`config.mk`:
```
export PLATFORM = sky130hd
export DESIGN_NAME = inv_sub_shift_unit
export DESIGN_NICKNAME = d
export VERILOG_FILES = /design/src/rtl/inv_sub_shift_unit.sv
export SDC_FILE = /design/constraint.sdc
export NUM_CORES = 2
export LEC_CHECK = 0
export BUFFER_PORTS_ARGS = -buffer_cell sky130_fd_sc_hd__buf_2
export CORE_UTILIZATION = 50
export DETAILED_ROUTE_END_ITERATION = 16
export PLACE_DENSITY = 0.68
export SYNTH_ARGS = -nofsm -noshare
export SYNTH_HDL_FRONTEND = slang
export SYNTH_HIERARCHICAL = 1
export SYNTH_SLANG_ARGS = --single-unit
```
`constraint.sdc`:
```
create_clock -name clk -period 31 [get_ports clk]
set_clock_uncertainty 0.1 [all_clocks]
set_input_delay 1.55 -clock clk [delete_from_list [all_inputs] [get_ports clk]]
set_output_delay 1.55 -clock clk [all_outputs]
set_load 0.02 [all_outputs]
```
`src/rtl/inv_sub_shift_unit.sv`:
```
// Iterative InvShiftRows + InvSubBytes stage for the AES-128 decryption datapath.
// Processes LANES bytes per cycle through combinational inverse S-boxes.

module inv_sbox (
    input  logic [7:0] in_byte,
    output logic [7:0] out_byte
);

    // GF(2^8) multiply modulo x^8 + x^4 + x^3 + x + 1
    function automatic logic [7:0] gmul(input logic [7:0] a, input logic [7:0] b);
        logic [7:0] r;
        logic [7:0] aa;
        r  = 8'h00;
        aa = a;
        for (int i = 0; i < 8; i++) begin
            if (b[i]) r = r ^ aa;
            aa = {aa[6:0], 1'b0} ^ (aa[7] ? 8'h1b : 8'h00);
        end
        return r;
    endfunction

    // Multiplicative inverse as x^254 = prod x^(2^i), i = 1..7; maps 0 to 0
    function automatic logic [7:0] ginv(input logic [7:0] x);
        logic [7:0] p;
        logic [7:0] r;
        p = x;
        r = 8'h01;
        for (int i = 1; i < 8; i++) begin
            p = gmul(p, p);
            r = gmul(r, p);
        end
        return r;
    endfunction

    logic [7:0] aff;

    // Inverse affine transform precedes the field inversion
    always_comb begin
        aff    = 8'h00;
        aff[0] = in_byte[2] ^ in_byte[5] ^ in_byte[7] ^ 1'b1;
        aff[1] = in_byte[3] ^ in_byte[6] ^ in_byte[0];
        aff[2] = in_byte[4] ^ in_byte[7] ^ in_byte[1] ^ 1'b1;
        aff[3] = in_byte[5] ^ in_byte[0] ^ in_byte[2];
        aff[4] = in_byte[6] ^ in_byte[1] ^ in_byte[3];
        aff[5] = in_byte[7] ^ in_byte[2] ^ in_byte[4];
        aff[6] = in_byte[0] ^ in_byte[3] ^ in_byte[5];
        aff[7] = in_byte[1] ^ in_byte[4] ^ in_byte[6];
    end

    assign out_byte = ginv(aff);

endmodule

module inv_sub_shift_unit #(
    parameter int unsigned LANES = 4
) (
    input  logic         clk,
    input  logic         rst_n,
    input  logic         in_valid,
    output logic         in_ready,
    input  logic [127:0] in_data,
    output logic         out_valid,
    input  logic         out_ready,
    output logic [127:0] out_data
);

    localparam int unsigned N  = 16 / LANES;
    localparam int unsigned CW = (N > 1) ? $clog2(N) : 1;

    typedef enum logic [1:0] {
        IDLE = 2'd0,
        BUSY = 2'd1,
        DONE = 2'd2
    } state_e;

    state_e          state_q;
    logic [CW-1:0]   cnt_q;
    logic [15:0][7:0] st_q;
    logic            in_ready_q;
    logic            out_valid_q;

    logic [3:0] lane_idx [LANES];
    logic [7:0] sub_in   [LANES];
    logic [7:0] sub_out  [LANES];

    // Byte i of the state lives at st_q[15-i] so out_data matches the port byte order
    function automatic logic [15:0][7:0] inv_shift_rows(input logic [127:0] d);
        logic [15:0][7:0] s;
        logic [15:0][7:0] o;
        s = d;
        o = '0;
        for (int c = 0; c < 4; c++) begin
            for (int r = 0; r < 4; r++) begin
                o[4'(15 - (4 * c + r))] = s[4'(15 - (4 * ((c - r + 4) % 4) + r))];
            end
        end
        return o;
    endfunction

    always_comb begin
        for (int k = 0; k < LANES; k++) begin
            lane_idx[k] = 4'((32'(cnt_q) * LANES) + 32'(k));
            sub_in[k]   = st_q[4'd15 - lane_idx[k]];
        end
    end

    for (genvar k = 0; k < LANES; k++) begin : g_lane
        inv_sbox u_inv_sbox (
            .in_byte  (sub_in[k]),
            .out_byte (sub_out[k])
        );
    end

    always_ff @(posedge clk or negedge rst_n) begin
        if (!rst_n) begin
            state_q     <= IDLE;
            cnt_q       <= '0;
            st_q        <= '0;
            in_ready_q  <= 1'b1;
            out_valid_q <= 1'b0;
        end else begin
            case (state_q)
                IDLE: begin
                    if (in_valid) begin
                        st_q       <= inv_shift_rows(in_data);
                        cnt_q      <= '0;
                        in_ready_q <= 1'b0;
                        state_q    <= BUSY;
                    end
                end
                BUSY: begin
                    for (int k = 0; k < LANES; k++) begin
                        st_q[4'd15 - lane_idx[k]] <= sub_out[k];
                    end
                    if (cnt_q == CW'(N - 1)) begin
                        out_valid_q <= 1'b1;
                        state_q     <= DONE;
                    end else begin
                        cnt_q <= cnt_q + 1'b1;
                    end
                end
                DONE: begin
                    if (out_ready) begin
                        out_valid_q <= 1'b0;
                        in_ready_q  <= 1'b1;
                        state_q     <= IDLE;
                    end
                end
                default: begin
                    state_q     <= IDLE;
                    in_ready_q  <= 1'b1;
                    out_valid_q <= 1'b0;
                end
            endcase
        end
    end

    assign in_ready  = in_ready_q;
    assign out_valid = out_valid_q;
    assign out_data  = st_q;

endmodule

```
==> Word-level counts from Yosys, hierarchy flattened <==
Index checks and enable logic that the tools add are counted.
{ "word_totals": {"register_bits": 134, "inputBits": 132, "output_inout_bits": 130} }
{ "op_classes": {"n_addsub": 8, "magnitude_cmp": 8, "n_eq_ne": 7, "mux": 847, "n_bitwise": 830, "reduce_logical": 11} }
{ "op_table": {"columns": ["op", "count"], "rows": [
  ["8-bit XOR", 728],
  ["8-bit 2-to-1 mux", 428],
  ["5-bit 2-to-1 mux", 368],
  ["128-bit bitwise mux", 4],
  ["128-bit case mux with 2 select lines", 1],
  ["8-bit binary-select mux with 4-bit select", 4],
  ["8-bit demux with 4-bit select", 4],
  ["128-bit 2-to-1 mux", 1],
  ["1-bit XOR", 64],
  ["7-bit 2-to-1 mux", 4],
  ["1-bit NOT (first input constant)", 28],
  ["6-bit 2-to-1 mux", 4],
  ["4-bit by 5-bit less-than comparator with 1-bit output (second input constant)", 4],
  ["2-bit 2-to-1 mux", 9],
  ["4-bit by 1-bit greater-or-equal comparator with 1-bit output (second input constant)", 4],
  ["4-bit 2-to-1 mux", 4],
  ["4-bit subtractor (first input constant)", 4],
  ["3-bit 2-to-1 mux", 4],
  ["3-bit AND reduction", 4],
  ["1-bit NOT", 10],
  ["4-bit by 2-bit adder with 4-bit output (second input constant)", 2],
  ["1-bit 2-to-1 mux", 8],
  ["2-bit inequality test (second input constant)", 4],
  ["1-bit case mux with 3 select lines", 2],
  ["10 further kinds", 14]
]} }

==> Longest topological paths before layout <==
{ "depth": {"ltp_word": 137, "ltp_mapped": 71} }

==> Modules after synthesis <==
Netlist, hierarchy kept.
{ "modules_own_cells": {"columns": ["mod", "n_inst", "cells_each", "area_each_um2", "seq_area_each_um2"], "rows": [
  ["inv_sbox", 4, 2035, 15372.2, 0.0],
  ["inv_sub_shift_unit", 1, 455, 6311.1, 3354.5]
]} }

==> Worst setup path before layout <==
OpenSTA, ideal clock, no wires.
{ "synth_path": {"kind": "reg2reg", "startpoint": "register cnt_q[0]", "endpoint": "register st_q (netlist bit out_data[12])", "setup_time_ns": 0.125, "arrival_ns": 15.864, "t_required_ns": 30.775, "path_slack_ns": 14.911, "path_stages_with_launch": 69, "n_path_buf": 13, "period_less_slack_ns": 16.089, "path_cell_list": "dfrtp_1 -> buf_2 -> buf_2 -> mux4_2 -> buf_4 -> xnor3_2 -> inv_2 -> buf_2 -> ha_1 -> xnor2_1 -> xnor2_1 -> xnor2_4 -> inv_2 -> buf_1 -> ha_1 -> clkbuf_1 -> nand2_1 -> xnor2_1 -> [33 not listed] -> nor3_1 -> xnor3_1 -> nand3_1 -> a211o_1 -> a21oi_1 -> or2_1 -> buf_2 -> o22ai_1 -> a2111oi_1 -> a21oi_1 -> o32a_1 -> a31o_2 -> and2_1 -> clkbuf_1 -> nor2_1 -> xnor3_1 -> and3_1 -> mux2_2"} }
{ "synth_lines": {"columns": ["element", "line", "source"], "rows": [
  ["start, declared", "77", "logic [CW-1:0] cnt_q;"],
  ["start signal, assigned", "139", "cnt_q <= cnt_q + 1'b1;"],
  ["end signal, assigned", "125", "st_q <= inv_shift_rows(in_data);"],
  ["end signal, assigned by index", "133", "st_q[4'd15 - lane_idx[k]] <= sub_out[k];"],
  ["end, declared", "78", "logic [15:0][7:0] st_q;"]
]} }

==> flow_summary.json <==
{
  "synth_nets": 8760,
  "yosys_warnings": 6,
  "fillers": 12705,
  "mostFrequentLayoutCells": "1563 x xnor2_1, 1171 x nor2_1, 669 x nand2_1",
  "critPathArrivalTime_ns": 20.70,
  "path_max_fanout": 23,
  "multi_input_area_um2": 61300,
  "synth-async-reset-ratio": 1.00,
  "vias": 63900,
  "slew_viol_final": 0,
  "cts-buffers-inserted": 17,
  "ys_seq_area_frac": 0.0495,
  "initial_utilization": 0.506,
  "grt_pass1_vias": 59215,
  "synth_area_um2": 67800,
  "grt.overflow.total": 0,
  "status": "completed",
  "rsz0062_at_grt": "no",
  "synth_cells": 8595,
  "drive_above_1_share": 0.137,
  "die_area_um2": 137000,
  "place_area_um2": 69900,
  "clock_latency_ns": 0.49,
  "ctsHoldBuffers": 0,
  "synth_edf_count": 0,
  "ff_latch_area_um2": 3360,
  "core_area_um2": 134000,
  "path_clk_slew_ns": 0.07,
  "grt_max_degree": 71,
  "io_buffers": 165,
  "cts_setup_buffers": 0,
  "fin_setup_tns_ns": 0,
  "die_w_um": 370,
  "hold_viol_final": 0,
  "max_cap_violations": 0,
  "grt_pass1_wl_mm": 326,
  "rows": 134,
  "ctsHtreeMaxLevel": 4,
  "antenna_left": 0,
  "mostFrequentLayoutCell": "xnor2_1",
  "ios": 262,
  "drt-initial-drc-count": 6482,
  "ys_ff_latch": 134,
  "cts_tree": "yes",
  "setup_viol": 0,
  "route.detailed.drc": 0,
  "place_hpwl_mm": 149,
  "tightestPinTransition_ns": 1.25,
  "postSynthAreaPerCell_um2": 7.89,
  "endpoint_kind": "register",
  "synth_cell_types": 115,
  "cts_sinks": 134,
  "nets": 8574,
  "slew_headroom": 0.166,
  "crit_required_ns": 31.32,
  "max_freq_ghz": 0.0491,
  "post_drt_wl_per_cell_um": 20.2,
  "area_growth_syn_to_layout_pct": 3.91,
  "die_h_um": 370,
  "criticalPathCategory": "reg2reg",
  "postCtsResizedCells": 0,
  "critPathLaunchType": "register",
  "viasPerCell": 6.27,
  "drt-pass1-iter-count": 6,
  "fin_crit_sh": 0.657,
  "hold_slack_ns": 0.402,
  "synth_flop_cell": "dfrtp_1",
  "antenna_found_initial": 9,
  "globalRouteTotalUtil": 0.288,
  "cts-root-buf": "clkbuf_16",
  "cp_slowest_cell": "mux4_2",
  "clock_path_buffers": 2,
  "wl_mm": 206,
  "crit_top_cell": "xnor2_1",
  "worst_hold_path_type": "reg2reg",
  "period_needed_ns": 20.38,
  "slowest_delay_ns": 0.91,
  "design_area_um2": 70500,
  "gp_congestion": 0.929
}
## final cells by class
type / count / area share
Inverter: 143 / 0.00762
Antenna cell: 6 / 0.000213
Sequential cell: 134 / 0.0477
Clock inverter: 12 / 0.00137
Tap cell: 1768 / 0.0314
Timing Repair Buffer: 386 / 0.0354
Clock buffer: 20 / 0.00634
Multi-Input combinational cell: 7727 / 0.870
## per-layer routing
layer  global-route usage  part of all wire  vias up
met5                    0                 0        -
met4               0.0806             0.026        0
met3               0.0445             0.087      350
met2                0.454              0.45     2941
met1                0.404              0.44    30676
li1                     -                 -    29933
## cell families after synthesis
kind of cell / synth area share
xor gates and xnor gates: 0.441
and+or+nand+nor: 0.199
DFF: 0.0495
muxes: 0.0520
buffers and inverters: 0.0518
AOI/OAI and AO/OA: 0.200
adders and majority gates: 0.00668
## state kept, by name (all words and copies together), names as in the netlist
signal,count
cnt_q,2
state_q,2
out_valid,1
out_data,128
in_ready,1
## worst paths after layout
| path | start | slack (ns) | endpoint | cells past startpoint |
|---|---|---|---|---|
| worst max-delay path | cnt_q[0] | 10.62 | out_data[1] | 59 |
| worst min-delay path | out_data[59] | 0.40 | out_data[59] | 1 |
| worst max register to register | cnt_q[0] | 10.62 | out_data[1] | 59 |
| worst min register to register | out_data[59] | 0.40 | out_data[59] | 1 |
| max in group asynchronous | rst_n | 28.31 | cnt_q[0] | 2 |
| min in group asynchronous | rst_n | 0.97 | out_data[108] | 1 |
## worst max-delay path, delay by kind of cell, from the launching register on
family                   cells  cell delay (ns)
AND/OR/NAND/NOR             17             4.86
XOR/XNOR                    13             4.82
flip-flops                   1             0.71
AO/OA/AOI/OAI               17             5.20
multiplexers                 4             1.80
buffers and inverters        5             1.51
adder cells (fa/ha/maj)      3             1.24
## metrics by stage
step / util / std cells / setup WS [ns]
4_1_cts: 0.526 / 10190 / 10.97
5_1_grt: 0.526 / 10193 / 9.29
6_report: 0.526 / 10196 / 10.62
2_1_floorplan: - / 8595 / 14.91
3_5_place_dp: 0.522 / 10158 / 11.04
3_3_place_gp: 0.522 / 10158 / 11.35
## synth_stat cells (all sizes together) (108+ instances only)
master / instances / area (µm²)
mux2i: 177 / 1770
clkbuf: 297 / 1110
nor3: 364 / 1970
nand2: 673 / 2540
o22ai: 108 / 676
xor2: 360 / 3990
nand3: 212 / 1080
a21oi: 478 / 2530
inv: 139 / 522
buf: 294 / 1860
xnor3: 328 / 7460
nor2: 1207 / 4650
o21ai: 405 / 2090
xnor2: 1768 / 17200
dfrtp: 133 / 3330
Power is not shown: default switching activity piles up to over one toggle a cycle in this logic, so the estimate is an artifact.
